--- src/rtl/rca_add_sequencer.sv ---
// rtl/rca_add_sequencer.sv - two-pass 64-bit add/subtract over one shared 32-bit ripple-carry adder (optional subtract: ADDSEQ_SUB_EN)
module rca_add_sequencer (
    input  logic        clk,
    input  logic        rst,
    input  logic        in_valid,
    output logic        in_ready,
    input  logic [63:0] a,
    input  logic [63:0] b,
    input  logic        cin,
`ifdef ADDSEQ_SUB_EN
    input  logic        op,
`endif
    output logic        out_valid,
    input  logic        out_ready,
    output logic [63:0] s,
    output logic        cout,
    output logic        ovf
);

    typedef enum logic [1:0] {IDLE, LO, HI, DONE} state_t;

    state_t      state;
    state_t      state_nxt;

    // operands captured on accept; b_r already holds the effective (possibly inverted) B
    logic [63:0] a_r;
    logic [63:0] b_r;
    logic        c_r;
    logic        mid_c;

    logic [63:0] s_r;
    logic        cout_r;
    logic        ovf_r;

    logic [63:0] b_eff;
    logic        c_eff;
    logic        accept;

    logic [31:0] add_a;
    logic [31:0] add_b;
    logic        add_cin;
    logic [31:0] add_sum;
    logic [32:0] carry;

`ifdef ADDSEQ_SUB_EN
    // subtract is A + ~B + 1, so the carry-in is forced and cin is ignored
    assign b_eff = op ? ~b : b;
    assign c_eff = op ? 1'b1 : cin;
`else
    assign b_eff = b;
    assign c_eff = cin;
`endif

    assign accept = in_valid && in_ready;

    // state register
    always_ff @(posedge clk) begin
        if (rst) begin
            state <= IDLE;
        end else begin
            state <= state_nxt;
        end
    end

    // next-state logic: fixed LO/HI sequence, then wait for the consumer
    always_comb begin
        state_nxt = state;
        case (state)
            IDLE:    if (accept) state_nxt = LO;
            LO:      state_nxt = HI;
            HI:      state_nxt = DONE;
            DONE:    if (out_ready) state_nxt = IDLE;
            default: state_nxt = IDLE;
        endcase
    end

    // handshake outputs decoded from state; no overlap between result and new request
    always_comb begin
        in_ready  = 1'b0;
        out_valid = 1'b0;
        case (state)
            IDLE:    in_ready  = 1'b1;
            DONE:    out_valid = 1'b1;
            default: ;
        endcase
    end

    // half select: upper operand half and mid-carry in HI, lower half and latched carry otherwise
    always_comb begin
        add_a   = a_r[31:0];
        add_b   = b_r[31:0];
        add_cin = c_r;
        if (state == HI) begin
            add_a   = a_r[63:32];
            add_b   = b_r[63:32];
            add_cin = mid_c;
        end
    end

    // the single shared 32-bit ripple-carry chain
    always_comb begin
        carry    = '0;
        add_sum  = '0;
        carry[0] = add_cin;
        for (int i = 0; i < 32; i++) begin
            add_sum[i]   = add_a[i] ^ add_b[i] ^ carry[i];
            carry[i + 1] = (add_a[i] & add_b[i]) | (add_a[i] & carry[i]) | (add_b[i] & carry[i]);
        end
    end

    // operand capture on accept and per-pass result registers
    always_ff @(posedge clk) begin
        if (rst) begin
            a_r    <= '0;
            b_r    <= '0;
            c_r    <= 1'b0;
            mid_c  <= 1'b0;
            s_r    <= '0;
            cout_r <= 1'b0;
            ovf_r  <= 1'b0;
        end else begin
            if (accept) begin
                a_r <= a;
                b_r <= b_eff;
                c_r <= c_eff;
            end
            if (state == LO) begin
                s_r[31:0] <= add_sum;
                mid_c     <= carry[32];
            end
            if (state == HI) begin
                s_r[63:32] <= add_sum;
                cout_r     <= carry[32];
                ovf_r      <= (a_r[63] == b_r[63]) && (add_sum[31] != a_r[63]);
            end
        end
    end

    assign s    = s_r;
    assign cout = cout_r;
    assign ovf  = ovf_r;

endmodule

--- config.mk ---
export PLATFORM = sky130hd
export DESIGN_NAME = rca_add_sequencer
export DESIGN_NICKNAME = d
export VERILOG_FILES = /design/src/rtl/rca_add_sequencer.sv
export SDC_FILE = /design/constraint.sdc
export NUM_CORES = 1
export LEC_CHECK = 0
export CAP_MARGIN = 10
export CORE_ASPECT_RATIO = 1.1
export CORE_MARGIN = 2
export CORE_UTILIZATION = 28
export DETAILED_ROUTE_END_ITERATION = 7
export PLACE_DENSITY = 0.49
export SETUP_SLACK_MARGIN = 0.1
export SYNTH_ARGS = -nofsm -noshare
export SYNTH_HDL_FRONTEND = slang
export SYNTH_SLANG_ARGS = --single-unit
--- constraint.sdc ---
create_clock -name clk -period 21 [get_ports clk]
set_input_delay 4.2 -clock clk [delete_from_list [all_inputs] [get_ports clk]]
set_output_delay 4.2 -clock clk [all_outputs]
set_load 0.02 [all_outputs]
==> flow_metrics.tcl <==
set metrics [dict create \
    cts_buffers 17 \
    cts_root_buf "clkbuf_16" \
    cp.required_ps 21340 \
    ctsHtreeMaxLevel 4 \
    fin_skew_ps 14.0 \
    portBuffers 200 \
    drt_iter0_drc 374 \
    post_cts_buffers 0 \
    hold_viol 0 \
    min_to "a_r[21]" \
    core_area_mm2 0.0296 \
    final.min_clock_period_ps 16690 \
    rrSetupSlack_ps 4310 \
    io_pins 201 \
    post-route-util_pct 37.5 \
    synthXorXnorAreaFrac_pct 0 \
    cts.sinks 198 \
    place.gp.congestion 0.700 \
    synthTopCellsByArea "dfxtp_1 (47%), nand2_1 (12%), mux2_2 (8.4%)" \
    drive_gt1_share_pct 9.78 \
    dr.pass1.iters 4 \
    drt_wl_total_mm 22.3 \
    synth_compound_area_share_pct 8.30 \
    fmax_mhz 59.9 \
    die_area_mm2 0.0315 \
    place_area_mm2 0.0105 \
    yosysWarnings 0 \
    start_util_pct 28.5 \
    die_w_um 169 \
    worstHoldStart "a_r[21]" \
    rsz0062_at_grt "false" \
    synth_top_cell_area_share_pct 47.0 \
    grt_max_degree 107 \
    clk_path_buf_depth 2 \
    dpl_worst_slack_ps 4190 \
    n_fill_cell 3041 \
    synth_top_family_by_area "multiplexers" \
    cp_data_arrival_time_ps 17020 \
    cp_slowest_cell "ha_4" \
    path_clk_slew_ps 70 \
    synth_simple_gate_area_share_pct 15.0 \
    r2r_cells 38 \
    power.leakage_nw 4.18 \
    syn_area_per_cell_um2 9.34 \
    ys_seq_elements 198 \
    rows 66 \
    grt_pass1_vias 6588 \
    setup_slack_ps 4310 \
    via_per_inst 4.43 \
    synth_mux_area_share_pct 16.1 \
    cts_tree "built" \
    ys_seq_area_share_pct 47.0 \
    fin_area_mm2 0.0111 \
    crit_path_start_kind "flip-flop" \
    slew_headroom_pct 33.7 \
    cp_top_family "adder cells" \
    totalPowerFinal_w 0.00119 \
    worstReg2RegStart "state[0]" \
    p_per_area_mw_per_mm2 107 \
    finalMaxSlewViolations 0 \
    fin_setup_tns_ps 0 \
    synth_area_mm2 0.00843 \
    grt_first_pass_wirelength_mm 34.9 \
    drc 0 \
    clk_latency_ps 440 \
    synth_fa_ha_area_share_pct 8.19 \
    antenna_found_initial 0 \
    vdd.ir_drop.worst_v 0.0000426 \
    grt_overflow 0 \
    timing.rr.end "ovf" \
    cp_common_cell "fa_1" \
    crit_path_max_fanout 30 \
    worst-path-buf-inv 2 \
    max_stage_delay_ps 480 \
    num_antenna_cells 0 \
    yosysUniqueCellTypes 20 \
    synth_nets 1071 \
    hold_buffers 0 \
    ant_nets 0 \
    synth_top_area_cell "dfxtp_1" \
    crit_type "reg2reg" \
    hold_depth 2 \
    detail_route.wl_per_cell_um 15.4 \
    worstMarginPinSlew_ps 995 \
    fin_crit_sh_pct 79.5 \
    num_vias 6415 \
    areaGrowthSynthToFinish_pct 31.5 \
    maxCapViolations 0 \
    hpwl_mm 14.8 \
    endpoint_kind "flip-flop" \
    setup_viol 0 \
    track_usage_pct 14.2 \
    status "complete, no violations" \
    cts_resized 0 \
    die_h_um 186 \
    min_path_type "reg2reg" \
    nets 1230 \
    synth_cells 902 \
]
## area by class of cell
type                            count  area (µm²)  area share (%)
Clock inverter                     14         116            1.05
Sequential cell                   198        3960            35.8
Tap cell                          374         468            4.22
Multi-Input combinational cell    633        4040            36.4
Clock buffer                       18         429            3.87
Timing Repair Buffer              206        2050            18.5
Inverter                            5        18.8           0.169
## per-layer routing
| metal | wire length, µm | GRT usage (%) | vias to the layer above | part of all wire (%) |
|---|---|---|---|---|
| met1 | 10500 | 18.5 | 2987 | 47 |
| li1 | - | - | 3272 | - |
| met5 | 0 | 0 | - | 0 |
| met3 | 769 | 2.98 | 22 | 3.5 |
| met4 | 335 | 4.34 | 0 | 1.5 |
| met2 | 10700 | 23.6 | 134 | 48 |
## placed cells by master, fill, tap and decap left out, types with 2 or more instances in the layout
cell             instances
mux2_2                  63
clkbuf_16               17
inv_6                    6
inv_1                    5
a21oi_1                130
clkdlybuf4s50_1        199
or3_1                    2
clkinv_2                 2
ha_1                     2
buf_4                    6
clkinv_4                 4
fa_1                    32
nand2_1                260
a211oi_1                 4
dfxtp_1                198
mux2i_1                 65
nor2_1                  67
## power by group
| part | switching, W | total, W | internal (W) |
|---|---|---|---|
| registers | 0.0000332 | 0.000472 | 0.000439 |
| logic | 0.000225 | 0.000404 | 0.000180 |
| clock network | 0.000157 | 0.000312 | 0.000155 |
## cell families after synthesis
| family | count (synthesis) |
|---|---|
| compound gates | 136 |
| fa+ha+maj | 36 |
| buf+inv | 71 |
| flops | 198 |
| mux | 128 |
| simple gates | 333 |
## metrics by stage
step	hold WS (ps)	cells
6_report	454	1448
3_5_place_dp	443	1416
2_1_floorplan	433	902
5_1_grt	473	1448
3_3_place_gp	439	1416
4_1_cts	453	1448
## synthesized netlist by cell type (all sizes together)
library cell and number:
a211oi 4, a21oi 130, a311oi 1, and2 1, buf 52, clkbuf 14, dfxtp 198, fa 32
ha 4, inv 5, mux2 63, mux2i 65, nand2 261, nand3 1, nor2 67, nor2b 1
o211a 1, or3 2
## worst max path at each step
stage               endpoint  slack (ps)  depth (start not counted)      from
detailed placement       ovf        4190                         38  state[0]
finish                   ovf        4310                         38  state[0]
global route             ovf        3620                         38  state[0]
global placement         ovf        4200                         38  state[0]
floorplan                ovf        4960                         41  state[0]
CTS                      ovf        4120                         38  state[0]
## registers in the layout (all words and copies together), names as in the netlist
signal and cells:
c_r 1, mid_c 1, b_r 64, ovf 1
a_r 64, cout 1, s 64, state 2
## worst reg2reg max path, delay by kind of cell, from the launching register on
family	cells	cell delay (ps)
adder cells (fa/ha/maj)	33	15090
AND/OR/NAND/NOR	1	320
multiplexers	1	410
AO/OA/AOI/OAI	1	250
buffers and inverters	2	200
flip-flops	1	340
Note: power is estimated with default switching activity, not from simulation.
